`src/rtl/fir_coeff_loader_if.sv`:
```
// Host-side bus of the FIR coefficient loader.
//  wr_en/wr_addr/wr_data/auto_inc : shadow-bank write port
//  rd_addr/rd_data                : registered shadow readback
//  commit/sync                    : commit request and data-path boundary
//  err_clr/err                    : sticky error flags and their clear
//  busy/commit_done               : status
//  gain_sum/gain_valid            : DC gain of the active bank
// Handshake: wr_en and commit are single-cycle strobes that the loader
// accepts only in a cycle where busy is low; a strobe seen while busy is
// high is dropped (a dropped write also raises err[1]). There is no
// back-pressure beyond busy, and nothing is queued.
interface fir_coeff_loader_if #(
  parameter int CW = 16
);
  logic          wr_en;
  logic [3:0]    wr_addr;
  logic [CW-1:0] wr_data;
  logic          auto_inc;
  logic          commit;
  logic          sync;
  logic [3:0]    rd_addr;
  logic [CW-1:0] rd_data;
  logic          err_clr;
  logic [2:0]    err;
  logic          busy;
  logic          commit_done;
  logic [19:0]   gain_sum;
  logic          gain_valid;

  modport master (
    output wr_en, wr_addr, wr_data, auto_inc, commit, sync, rd_addr, err_clr,
    input  rd_data, err, busy, commit_done, gain_sum, gain_valid
  );

  modport slave (
    input  wr_en, wr_addr, wr_data, auto_inc, commit, sync, rd_addr, err_clr,
    output rd_data, err, busy, commit_done, gain_sum, gain_valid
  );
endinterface

```
`src/rtl/fir_coeff_loader.sv`:
```
// Writer side of a 12-tap FIR coefficient interface.
// The host fills a shadow bank; a commit copies the whole shadow bank into
// the active bank on the next sync boundary (or after a timeout), so the FIR
// never sees a half-updated set. After the copy the DC gain (sum of the
// active taps) is accumulated one tap per cycle.
// Ports:
//  clk, rst          clock, asynchronous active-high reset
//  bus               host bus (write, readback, commit, sync, status, gain)
//  coeff_0..coeff_11 active bank, to the FIR
//  state_dbg         current FSM state (IDLE=0, WAIT_SYNC=1, SUM=2)
//  ptr_dbg           current auto-increment write pointer
module fir_coeff_loader #(
  parameter int          NTAPS        = 12,  // coeff_n port list is fixed at 12
  parameter int          CW           = 16,
  parameter logic [15:0] RESET_TAP0   = 16'h2000,
  parameter int          SYNC_TIMEOUT = 1023
) (
  input  logic             clk,
  input  logic             rst,
  fir_coeff_loader_if.slave bus,
  output logic [CW-1:0]    coeff_0,
  output logic [CW-1:0]    coeff_1,
  output logic [CW-1:0]    coeff_2,
  output logic [CW-1:0]    coeff_3,
  output logic [CW-1:0]    coeff_4,
  output logic [CW-1:0]    coeff_5,
  output logic [CW-1:0]    coeff_6,
  output logic [CW-1:0]    coeff_7,
  output logic [CW-1:0]    coeff_8,
  output logic [CW-1:0]    coeff_9,
  output logic [CW-1:0]    coeff_10,
  output logic [CW-1:0]    coeff_11,
  output logic [1:0]       state_dbg,
  output logic [3:0]       ptr_dbg
);
  localparam int          GW        = 20;
  localparam int          TW        = $clog2(SYNC_TIMEOUT + 1);
  localparam int          SW        = $clog2(NTAPS + 1);
  localparam logic [3:0]  NTAPS_A   = 4'(NTAPS);
  localparam logic [SW-1:0] NTAPS_S = SW'(NTAPS);
  localparam logic [TW-1:0] TMO     = TW'(SYNC_TIMEOUT);

  typedef enum logic [1:0] {
    IDLE      = 2'd0,
    WAIT_SYNC = 2'd1,
    SUM       = 2'd2
  } state_t;

  state_t          state, state_nxt;
  logic [CW-1:0]   shadow [NTAPS];
  logic [CW-1:0]   active [NTAPS];
  logic [3:0]      ptr;
  logic [TW-1:0]   timer;
  logic [SW-1:0]   sum_idx;
  logic [GW-1:0]   acc;
  logic [GW-1:0]   gain_sum_q;
  logic            gain_valid_q;
  logic            commit_done_q;
  logic [CW-1:0]   rd_data_q;
  logic [2:0]      err_q;

  // Decoded controls for this cycle
  logic            commit_go;
  logic            copy_fire;
  logic            sum_last;
  logic            wr_ok;
  logic [3:0]      wr_idx;
  logic [2:0]      err_set;

  always_ff @(posedge clk or posedge rst) begin
    if (rst) state <= IDLE;
    else     state <= state_nxt;
  end

  always_comb begin
    state_nxt = state;
    commit_go = 1'b0;
    copy_fire = 1'b0;
    sum_last  = 1'b0;
    wr_ok     = 1'b0;
    wr_idx    = bus.auto_inc ? ptr : bus.wr_addr;
    err_set   = 3'b000;
    case (state)
      IDLE: begin
        if (bus.wr_en) begin
          if (wr_idx < NTAPS_A) wr_ok = 1'b1;
          else                  err_set[0] = 1'b1;
        end
        // A sync in this same cycle is not looked at: WAIT_SYNC starts
        // next cycle and waits for the following boundary.
        if (bus.commit) begin
          commit_go = 1'b1;
          state_nxt = WAIT_SYNC;
        end
      end
      WAIT_SYNC: begin
        if (bus.wr_en) err_set[1] = 1'b1;
        if (bus.sync || (timer == TMO)) begin
          copy_fire = 1'b1;
          state_nxt = SUM;
          if (!bus.sync) err_set[2] = 1'b1;
        end
      end
      SUM: begin
        if (bus.wr_en) err_set[1] = 1'b1;
        // sum_idx 0..NTAPS-1 add one tap each; the extra cycle publishes.
        if (sum_idx == NTAPS_S) begin
          sum_last  = 1'b1;
          state_nxt = IDLE;
        end
      end
      default: state_nxt = IDLE;
    endcase
  end

  always_ff @(posedge clk or posedge rst) begin
    if (rst) begin
      for (int i = 0; i < NTAPS; i++) begin
        shadow[i] <= (i == 0) ? RESET_TAP0 : '0;
        active[i] <= (i == 0) ? RESET_TAP0 : '0;
      end
      ptr           <= '0;
      timer         <= '0;
      sum_idx       <= '0;
      acc           <= '0;
      gain_sum_q    <= {{(GW-CW){RESET_TAP0[CW-1]}}, RESET_TAP0};
      gain_valid_q  <= 1'b1;
      commit_done_q <= 1'b0;
      rd_data_q     <= '0;
      err_q         <= '0;
    end else begin
      if (wr_ok) shadow[wr_idx] <= bus.wr_data;

      if (copy_fire)
        ptr <= '0;
      else if (wr_ok && bus.auto_inc)
        ptr <= (ptr == NTAPS_A - 4'd1) ? 4'd0 : ptr + 4'd1;

      // Readback sees the pre-write value when a write hits the same tap.
      rd_data_q <= (bus.rd_addr < NTAPS_A) ? shadow[bus.rd_addr] : '0;

      if (commit_go)               timer <= '0;
      else if (state == WAIT_SYNC) timer <= timer + TW'(1);

      if (commit_go) gain_valid_q <= 1'b0;
      else if (sum_last) gain_valid_q <= 1'b1;

      if (copy_fire) begin
        for (int i = 0; i < NTAPS; i++) active[i] <= shadow[i];
        acc     <= '0;
        sum_idx <= '0;
      end else if (state == SUM && !sum_last) begin
        acc     <= acc + {{(GW-CW){active[sum_idx][CW-1]}}, active[sum_idx]};
        sum_idx <= sum_idx + SW'(1);
      end

      if (sum_last) gain_sum_q <= acc;

      commit_done_q <= copy_fire;

      // A new error in the same cycle as err_clr stays set.
      err_q <= (bus.err_clr ? 3'b000 : err_q) | err_set;
    end
  end

  assign bus.rd_data     = rd_data_q;
  assign bus.err         = err_q;
  assign bus.busy        = (state != IDLE);
  assign bus.commit_done = commit_done_q;
  assign bus.gain_sum    = gain_sum_q;
  assign bus.gain_valid  = gain_valid_q;

  assign coeff_0  = active[0];
  assign coeff_1  = active[1];
  assign coeff_2  = active[2];
  assign coeff_3  = active[3];
  assign coeff_4  = active[4];
  assign coeff_5  = active[5];
  assign coeff_6  = active[6];
  assign coeff_7  = active[7];
  assign coeff_8  = active[8];
  assign coeff_9  = active[9];
  assign coeff_10 = active[10];
  assign coeff_11 = active[11];

  assign state_dbg = state;
  assign ptr_dbg   = ptr;
endmodule

```
`src/flat_wrapper.sv`:
```
// flat-port wrapper written by rule: the top's interface ports become plain ports
module fir_coeff_loader_flat 
#(
  parameter int          NTAPS        = 12,                                     
  parameter int          CW           = 16,
  parameter logic [15:0] RESET_TAP0   = 16'h2000,
  parameter int          SYNC_TIMEOUT = 1023
)
  (clk, rst, coeff_0, coeff_1, coeff_2, coeff_3, coeff_4, coeff_5, coeff_6, coeff_7, coeff_8, coeff_9, coeff_10, coeff_11, state_dbg, ptr_dbg, bus_wr_en, bus_wr_addr, bus_wr_data, bus_auto_inc, bus_commit, bus_sync, bus_rd_addr, bus_err_clr, bus_rd_data, bus_err, bus_busy, bus_commit_done, bus_gain_sum, bus_gain_valid);
  fir_coeff_loader_if #(.CW(CW)) bus_i ();
  input  logic clk;
  input  logic rst;
  output logic [CW-1:0] coeff_0;
  output logic [CW-1:0] coeff_1;
  output logic [CW-1:0] coeff_2;
  output logic [CW-1:0] coeff_3;
  output logic [CW-1:0] coeff_4;
  output logic [CW-1:0] coeff_5;
  output logic [CW-1:0] coeff_6;
  output logic [CW-1:0] coeff_7;
  output logic [CW-1:0] coeff_8;
  output logic [CW-1:0] coeff_9;
  output logic [CW-1:0] coeff_10;
  output logic [CW-1:0] coeff_11;
  output logic [1:0] state_dbg;
  output logic [3:0] ptr_dbg;
  input wire logic [$bits(bus_i.wr_en)-1:0] bus_wr_en;
  input wire logic [$bits(bus_i.wr_addr)-1:0] bus_wr_addr;
  input wire logic [$bits(bus_i.wr_data)-1:0] bus_wr_data;
  input wire logic [$bits(bus_i.auto_inc)-1:0] bus_auto_inc;
  input wire logic [$bits(bus_i.commit)-1:0] bus_commit;
  input wire logic [$bits(bus_i.sync)-1:0] bus_sync;
  input wire logic [$bits(bus_i.rd_addr)-1:0] bus_rd_addr;
  input wire logic [$bits(bus_i.err_clr)-1:0] bus_err_clr;
  output wire logic [$bits(bus_i.rd_data)-1:0] bus_rd_data;
  output wire logic [$bits(bus_i.err)-1:0] bus_err;
  output wire logic [$bits(bus_i.busy)-1:0] bus_busy;
  output wire logic [$bits(bus_i.commit_done)-1:0] bus_commit_done;
  output wire logic [$bits(bus_i.gain_sum)-1:0] bus_gain_sum;
  output wire logic [$bits(bus_i.gain_valid)-1:0] bus_gain_valid;
  assign bus_i.wr_en = bus_wr_en;
  assign bus_i.wr_addr = bus_wr_addr;
  assign bus_i.wr_data = bus_wr_data;
  assign bus_i.auto_inc = bus_auto_inc;
  assign bus_i.commit = bus_commit;
  assign bus_i.sync = bus_sync;
  assign bus_i.rd_addr = bus_rd_addr;
  assign bus_i.err_clr = bus_err_clr;
  assign bus_rd_data = bus_i.rd_data;
  assign bus_err = bus_i.err;
  assign bus_busy = bus_i.busy;
  assign bus_commit_done = bus_i.commit_done;
  assign bus_gain_sum = bus_i.gain_sum;
  assign bus_gain_valid = bus_i.gain_valid;
  fir_coeff_loader #(.NTAPS(NTAPS), .CW(CW), .RESET_TAP0(RESET_TAP0), .SYNC_TIMEOUT(SYNC_TIMEOUT)) u_core (.clk(clk), .rst(rst), .bus(bus_i), .coeff_0(coeff_0), .coeff_1(coeff_1), .coeff_2(coeff_2), .coeff_3(coeff_3), .coeff_4(coeff_4), .coeff_5(coeff_5), .coeff_6(coeff_6), .coeff_7(coeff_7), .coeff_8(coeff_8), .coeff_9(coeff_9), .coeff_10(coeff_10), .coeff_11(coeff_11), .state_dbg(state_dbg), .ptr_dbg(ptr_dbg));
endmodule
```
`config.mk`:
```
export PLATFORM = sky130hd
export DESIGN_NAME = fir_coeff_loader_flat
export DESIGN_NICKNAME = d
export VERILOG_FILES = /design/src/rtl/fir_coeff_loader_if.sv /design/src/rtl/fir_coeff_loader.sv /design/src/flat_wrapper.sv
export SDC_FILE = /design/constraint.sdc
export NUM_CORES = 1
export LEC_CHECK = 0
export CAP_MARGIN = 20
export CORE_MARGIN = 4
export CORE_UTILIZATION = 60
export CTS_CLUSTER_DIAMETER = 120
export DETAILED_ROUTE_END_ITERATION = 7
export GPL_ROUTABILITY_DRIVEN = 0
export HOLD_SLACK_MARGIN = 0.05
export PLACE_DENSITY_LB_ADDON = 0.25
export SYNTH_ARGS = -nofsm -noshare
export SYNTH_HDL_FRONTEND = slang
export SYNTH_SLANG_ARGS = --single-unit
export TNS_END_PERCENT = 30
```
`constraint.sdc`:
```
create_clock -name clk -period 30.2 [get_ports clk]
set_input_delay 3.02 -clock clk [delete_from_list [all_inputs] [get_ports clk]]
set_output_delay 3.02 -clock clk [all_outputs]
set_load 0.01 [all_outputs]
```
==> impl_metrics.ini, run 1 <==
[cells_and_area]
fillers = 2376
final_core_util = 0.7337
regArea_mm2 = 0.01165
finalNetCount = 2152
final_common_cell = nand2_1
final_cell_mix = nand2_1, dfrtp_1, clkdlybuf4s50_1, mux2_2, mux4_2
multi_input_area_mm2 = 0.009185
area_growth_syn_to_layout_pct = 20.93
largest_register_ffs = 192
layout-drive-gt1-share = 0.1886
regMostFlops = u_core.shadow

[cts]
cts_tree = built
cts_max_level = 2
clockRootBuffer = clkbuf_16
clkLatencyLatePin_ns = 0.57
cts_setup_buffers = 0
clockBufferDepth = 3
cts.clk_slew.worst_paths_ns = 0.06
ctsHoldBuffers = 0
cts_resized = 0
clkSinkCount = 465
cts_buffers = 47

[synthesis]
synth.avg_cell_area_um2 = 11.42
synth_top_area_cell = dfrtp_1
ys_types = 58
syn_nets = 1939
synth.area.top_cells = dfrtp_1, nand2_1, mux2_2, mux4_2, mux2i_1
ys_seq_area_frac = 0.5421
yosys_warnings = 0
synth_edf_count = 0
synth_top_area_share = 0.5372
synth-seq-cells = 465
synth-async-reset-ratio = 1.000
syn_area_mm2 = 0.02148
syn_inst = 1881
ys.flop_type = dfrtp_1

[die]
design.core.area_mm2 = 0.03540
io_pins = 271
die_x_um = 197.2
die_h_um = 197.2
die-area_mm2 = 0.03888
start_util = 0.6067
rows = 69

[timing]
finalCriticalPeriod_ns = 5.581
drv_slew = 0
fin_tns_setup_ns = 0
fin_crit_sh = 0.1848
slew_headroom = 0.1879
rsz0062_at_grt = false
worst_slew_pin_slew_ns = 1.218
finClkSkew_ns = 0.02119
fmaxAchievable_mhz = 179.2
hold_violations = 0
setup_viol = 0
fin_ws_ns = 24.62

[power_and_ir_drop]
p_int_mw = 1.781
seqPwrFrac = 0.402
netSwitchingFraction = 0.3629
ir_drop_mv = 0.06358
p_comb_frac = 0.385
switchingPower_mw = 1.015
leakage_nw = 12.18
pwr-share-clk = 0.213
report.power.total_mw = 2.796
power_density_mw_per_mm2 = 107.7

[global_route]
grt_pass1_vias = 16310
antenna_found_initial = 2
overflow = 0
grt_pass1_wl_um = 94470
grt_max_degree = 176
grt_usage = 0.3128

[flow_run]
maxCapViolCount = 0

[routing]
ant_nets = 0
routed_wl_um = 60750
drt_iter0_markers = 1582
drt-vias-per-instance = 6.098
wire_per_inst_um = 23.42
post-route-drc-count = 0
dr.pass1.iters = 5
vias = 15820

[min_path]
hold_class = register to register

[placement]
port-buffer-count = 270
dp_worst_setup_slack_ns = 24.08
dp_hpwl_um = 40860

[critical_path]
startpoint_type = primary input
cp.required_ns = 30.65
end_kind = register
arrival_ns = 6.03
path_class = primary input to register
path_max_fanout = 16

[status]
status = finished, final reports clean
## per-layer routing
layer  GRT usage  wire length, um
met4      0.1050             2233
met3     0.06260             4991
met1      0.4205            23690
met2      0.5191            29820
met5           0               13
## Yosys cell counts (6+ instances only)
| master | number |
|---|---|
| nand2_1 | 633 |
| dfrtp_1 | 461 |
| mux2_2 | 194 |
| mux4_2 | 95 |
| clkbuf_1 | 60 |
| mux2i_1 | 38 |
| buf_2 | 37 |
| nor2_1 | 37 |
| o21ai_0 | 35 |
| a21oi_1 | 34 |
| inv_1 | 32 |
| ha_1 | 26 |
| mux2_1 | 20 |
| nand3_1 | 20 |
| buf_1 | 18 |
| o22ai_1 | 15 |
| xor2_1 | 14 |
| nor3_1 | 9 |
| nor2_2 | 8 |
| a31oi_1 | 7 |
| xnor2_1 | 7 |
| a21o_1 | 6 |
| nand4_1 | 6 |
## metrics by stage
stage | hold slack [ns] | area, um2 | cells
finish | 0.4596 | 25970 | 2594
global route | 0.4961 | 25970 | 2594
CTS | 0.4628 | 25970 | 2593
detailed placement | 0.4533 | 24390 | 2506
global placement | 0.4482 | 24370 | 2505
floorplan | 0.4382 | 21480 | 1881
## path summary, 6_finish.rpt
check / startpoint / to / slack [ns] / cells after the start
min in group asynchronous: rst / u_core.ptr_dbg[0] / 3.05 / 2
worst max register to register: u_core.sum_idx[0] / u_core.acc[17] / 25.54 / 12
worst min-delay path: u_core.bus.gain_valid / u_core.bus.gain_valid / 0.46 / 2
worst max-delay path: bus_auto_inc / u_core.shadow[152] / 24.62 / 5
worst min register to register: u_core.bus.gain_valid / u_core.bus.gain_valid / 0.46 / 2
max in group asynchronous: rst / u_core.sum_idx[0] / 25.55 / 3
## final cells by class
| class | count | area share |
|---|---|---|
| well taps | 461 | 0.02221 |
| multi-input cells | 1261 | 0.3537 |
| repair buffers | 286 | 0.1095 |
| flip-flops and latches | 465 | 0.4484 |
| clock inverters | 15 | 0.007660 |
| diodes | 1 | 0.00009636 |
| clock buffers | 72 | 0.05319 |
| inverters | 33 | 0.005252 |
## power groups by stage
| stage | combinational [mW] | sequential [mW] | clock, mW |
|---|---|---|---|
| after floorplan | 0.609 | 1.08 | 0 |
| after global placement | 1.03 | 1.11 | 0 |
| after detailed placement | 1.07 | 1.12 | 0 |
| after CTS | 1.08 | 1.12 | 0.601 |
| after global routing | 1.16 | 1.15 | 0.628 |
| final | 1.08 | 1.12 | 0.597 |
## critical path, stage by stage
cell and delay, ns:
clkdlybuf4s50_1 0.74, mux2i_1 0.62, nand4_2 0.27, nor2_2 0.92
mux2_2 0.43
## kinds of logic after synthesis
group | Yosys count | share of synthesized area
compound gates | 123 | 0.03455
xor+xnor | 21 | 0.008565
fa+ha+maj | 27 | 0.01608
buf+inv | 155 | 0.03070
flops | 465 | 0.5421
mux | 348 | 0.2306
simple gates | 742 | 0.1374
Note: power is estimated with default switching activity, not from simulation.
==> run 2, diff against run 1 <==
--- a/config.mk
+++ b/config.mk
@@ -7,7 +7,7 @@
 export LEC_CHECK = 0
 export CAP_MARGIN = 20
 export CORE_MARGIN = 4
-export CORE_UTILIZATION = 60
+export CORE_UTILIZATION = 56
 export CTS_CLUSTER_DIAMETER = 120
 export DETAILED_ROUTE_END_ITERATION = 7
 export GPL_ROUTABILITY_DRIVEN = 0
==> constraint.sdc (replaced) <==
create_clock -name clk -period 5.4 [get_ports clk]
set_input_delay 0.54 -clock clk [delete_from_list [all_inputs] [get_ports clk]]
set_output_delay 0.54 -clock clk [all_outputs]
set_load 0.01 [all_outputs]
==> impl_metrics.ini, run 2 (same netlist as run 1, synthesis figures left out) <==
[flow_run]
maxCapViolCount = 0

[critical_path]
slowest_delay_ns = 0.90
path_max_fanout = 32
worst_r2r_path_depth = 11
r2r_start = u_core.sum_idx[0]
cp.required_ns = 5.90
startpoint = u_core.sum_idx[0]
end_kind = register
arrival_ns = 4.71
path_buf_inv = 0
rrSetupSlack_ns = 1.19
worstSetupEndpoint = u_core.acc[19]
crit_family = compound AO/OA/AOI/OAI gates
crit_slowest_cell = dfrtp_4
cp_num_cells = 11
r2r_end = u_core.acc[19]
path_class = register to register
startpoint_type = register
path_cells = mux4_2 -> mux2i_1 -> o22ai_1 -> ha_1 -> o21a_1 -> o211ai_1 -> o31ai_1 -> a211oi_2 -> xor2_1 -> or3_1 -> a21oi_1

[die]
die_h_um = 203.8
die-area_mm2 = 0.04155
design.core.area_mm2 = 0.03776
io_pins = 271
rows = 71
die_x_um = 203.8
start_util = 0.5688

[global_route]
grt_pass1_vias = 16250
grt_use_met1 = 0.4293
grt_busiest_layer = met2
met2_usage = 0.4926
grt_pass1_wl_um = 98420
grt_util_met3 = 0.05998
grt_max_degree = 176
grt_usage = 0.3079
overflow = 0
antenna_found_initial = 1

[timing]
hold_violations = 0
finalCriticalPeriod_ns = 4.209
rsz0062_at_grt = false
slew_headroom = 0.2487
whs_ns = 0.2975
finClkSkew_ns = 0.02168
drv_slew = 0
fmaxAchievable_mhz = 237.6
setup_viol = 0
fin_ws_ns = 1.191
worst_slew_pin_slew_ns = 1.127
fin_crit_sh = 0.7794

[power_and_ir_drop]
power_density_mw_per_mm2 = 599.0
report.power.total_mw = 15.71
leakage_nw = 12.32
ir_drop_mv = 0.3656

[placement]
port-buffer-count = 270
dp_worst_setup_slack_ns = 1.292
dp_hpwl_um = 42330

[cells_and_area]
layout-drive-gt1-share = 0.1987
fillers = 2662
final_core_util = 0.6948
area_growth_syn_to_layout_pct = 22.15
final_common_cell = nand2_1
regMostFlops = u_core.shadow
num_antenna_cells = 0
largest_register_ffs = 192
final_cell_mix = nand2_1, dfrtp_1, clkdlybuf4s50_1, mux2_2, mux4_2
finalNetCount = 2172

[routing]
routed_wl_um = 63440
dr.pass1.iters = 7
drt_iter0_markers = 1548
wire_per_inst_um = 23.81
post-route-drc-count = 0
vias = 16040
ant_nets = 0
drt-vias-per-instance = 6.018

[cts]
cts_max_level = 2
clkLatencyLatePin_ns = 0.59
ctsHoldBuffers = 0
clockRootBuffer = clkbuf_16
clkSinkCount = 465
cts_buffers = 49
cts_tree = built
cts.clk_slew.worst_paths_ns = 0.06
cts_setup_buffers = 0
clockBufferDepth = 3
cts_resized = 0

[min_path]
hold_class = primary input to asynchronous set/reset pin

[status]
status = finished, final reports clean
-- run 2: how the worst min path moves through the flow --
stage                                  endpoint  slack [ns]  depth (start not counted)             startpoint
after floorplan              u_core.coeff_0[13]        0.44                          2     u_core.shadow[189]
after global placement    u_core.bus.gain_valid        0.45                          2  u_core.bus.gain_valid
after detailed placement     u_core.coeff_0[13]        0.47                          2     u_core.shadow[189]
after CTS                    u_core.coeff_3[13]        0.28                          2                    rst
after global routing         u_core.coeff_3[13]        0.31                          2                    rst
final                        u_core.shadow[188]        0.30                          2                    rst
-- run 2: power by group --
part	total (mW)	leakage, nW	internal, mW	switching (mW)
sequential	6.41	6.08	4.89	1.52
combinational	5.92	5.43	3.13	2.78
clock	3.39	0.812	1.98	1.41
-- run 2: layout make-up --
cell class	count	area, um2	area share
repair buffers	304	3003	0.1145
well taps	511	639.4	0.02437
inverters	33	132.6	0.005056
clock inverters	18	161.4	0.006153
clock buffers	73	1468	0.05595
multi-input cells	1261	9183	0.3500
flip-flops and latches	465	11650	0.4440
-- run 2: stage by stage --
| stage | cell area (um2) | TNS (ns) | cells |
|---|---|---|---|
| 2_1_floorplan | 21480 | -660.00 | 1881 |
| 5_1_grt | 26230 | 0 | 2665 |
| 4_1_cts | 26210 | 0 | 2664 |
| 3_5_place_dp | 24580 | 0 | 2573 |
| 6_report | 26230 | 0 | 2665 |
| 3_3_place_gp | 24580 | 0 | 2573 |
-- run 2: worst reg2reg max path, cell delays in order (launching register included) --
cell and delay, ns:
dfrtp_4 0.90, mux4_2 0.62, mux2i_1 0.36, o22ai_1 0.31, ha_1 0.46, o21a_1 0.21
o211ai_1 0.29, o31ai_1 0.13, a211oi_2 0.27, xor2_1 0.11, or3_1 0.33, a21oi_1 0.15
-- run 2: layer usage --
layer | routed length, um | part of all wire
met2 | 30400 | 0.48
met1 | 25890 | 0.41
met5 | 11 | 0.00017
met3 | 5077 | 0.080
met4 | 2065 | 0.033
==> run 3, diff against run 2 <==
==> constraint.sdc (replaced) <==
create_clock -name clk -period 4 [get_ports clk]
set_input_delay 0.4 -clock clk [delete_from_list [all_inputs] [get_ports clk]]
set_output_delay 0.4 -clock clk [all_outputs]
set_load 0.01 [all_outputs]
==> impl_metrics.ini, run 3 (same netlist as run 1, synthesis figures left out) <==
[status]
status = finished, final reports clean

[die]
design.core.area_mm2 = 0.03776
rows = 71
die_x_um = 203.8
die_h_um = 203.8
start_util = 0.5688
io_pins = 271
die-area_mm2 = 0.04155

[flow_run]
maxCapViolCount = 0

[timing]
setup_viol = 0
finalCriticalPeriod_ns = 3.790
whs_ns = 0.2059
drv_slew = 0
fin_crit_sh = 0.9474
worst_slew_pin_slew_ns = 1.098
slew_headroom = 0.2677
rsz0062_at_grt = false
hold_violations = 0
finClkSkew_ns = 0.03226
fmaxAchievable_mhz = 263.9

[cts]
clockRootBuffer = clkbuf_16
cts.clk_slew.worst_paths_ns = 0.06
cts_tree = built
clkLatencyLatePin_ns = 0.60
clkSinkCount = 465
cts_buffers = 50
ctsHoldBuffers = 0
cts_setup_buffers = 0
cts_resized = 0
clockBufferDepth = 3
cts_max_level = 2

[cells_and_area]
area_growth_syn_to_layout_pct = 23.12
stdcell_count = 2691
final_cell_mix = nand2_1, dfrtp_1, clkdlybuf4s50_1, mux2_2, mux4_2
largest_register_ffs = 192
layout-drive-gt1-share = 0.2070
fillers = 2661
finalNetCount = 2196
final_common_cell = nand2_1
stdcell_area_mm2 = 0.02644
final_core_util = 0.7003
regMostFlops = u_core.shadow

[placement]
placed_cells = 2597
dp_hpwl_um = 43920
place_area_mm2 = 0.02481
port-buffer-count = 270

[global_route]
overflow = 0
grt_pass1_vias = 16540
antenna_found_initial = 2
grt_pass1_wl_um = 99090
grt_usage = 0.3107
grt_max_degree = 133

[power_and_ir_drop]
ir_drop_mv = 0.4740
power_density_mw_per_mm2 = 812.5
leakage_nw = 12.44

[routing]
vias = 16080
routed_wl_um = 64190
drt-vias-per-instance = 5.976
drt_iter0_markers = 1522
wire_per_inst_um = 23.85
dr.pass1.iters = 5
ant_nets = 0
post-route-drc-count = 0

[critical_path]
startpoint_type = register
path_class = register to register
arrival_ns = 4.27
path_max_fanout = 11
end_kind = register
cp.required_ns = 4.48

[min_path]
hold_class = primary input to asynchronous set/reset pin
## run 3: power breakdown
part	leakage (nW)	switching [mW]	internal [mW]
Clock	0.809	1.93	2.65
Sequential	6.08	1.97	6.60
Combinational	5.55	3.93	4.41
Total	12.4	7.83	13.7
## run 3: area by class of cell
class	instances	area [um2]	share of cell area
Antenna cell	1	2.502	0.00009464
Multi-Input combinational cell	1261	9189	0.3475
Clock buffer	70	1396	0.05281
Clock inverter	23	230.2	0.008707
Inverter	33	132.6	0.005016
Sequential cell	465	11650	0.4404
Tap cell	511	639.4	0.02418
Timing Repair Buffer	327	3206	0.1212
## run 3: critical path, stage by stage (launching register included)
cell and delay, ns:
dfrtp_4 0.63, buf_12 0.19, buf_12 0.13, mux4_2 0.50, mux2i_1 0.37, o22ai_1 0.18, ha_1 0.28, a211o_1 0.27
o211ai_1 0.13, o211ai_1 0.17, a211oi_2 0.24, xor2_1 0.10, or3_1 0.33, a21oi_1 0.14
## run 3: final timing paths
check | slack [ns] | from | end | depth (start not counted)
max reg2reg | 0.21 | u_core.sum_idx[0] | u_core.acc[19] | 13
min | 0.21 | rst | u_core.ptr_dbg[3] | 2
max | 0.21 | u_core.sum_idx[0] | u_core.acc[19] | 13
min reg2reg | 0.47 | u_core.bus.gain_valid | u_core.bus.gain_valid | 2
max in group asynchronous | 2.79 | rst | u_core.shadow[2] | 3
min in group clk | 0.45 | bus_err_clr | u_core.bus.err[0] | 2
## run 3: metal layers
metal  track usage  up-vias  part of all wire
met3       0.05871      165             0.078
met1        0.4312     8212              0.40
met5             0        -           0.00019
met2        0.4986      749              0.48
met4        0.1120        2             0.038
li1              -     6953                 -
## run 3: stage by stage
stage	TNS, ns	power (mW)	worst slack (ns)
floorplan	-1244.63	12.75	-2.692
global placement	0	16.50	0.3405
detailed placement	0	16.82	0.3041
CTS	0	21.48	0.2323
global route	0	22.63	0.05875
finish	0	21.48	0.2105
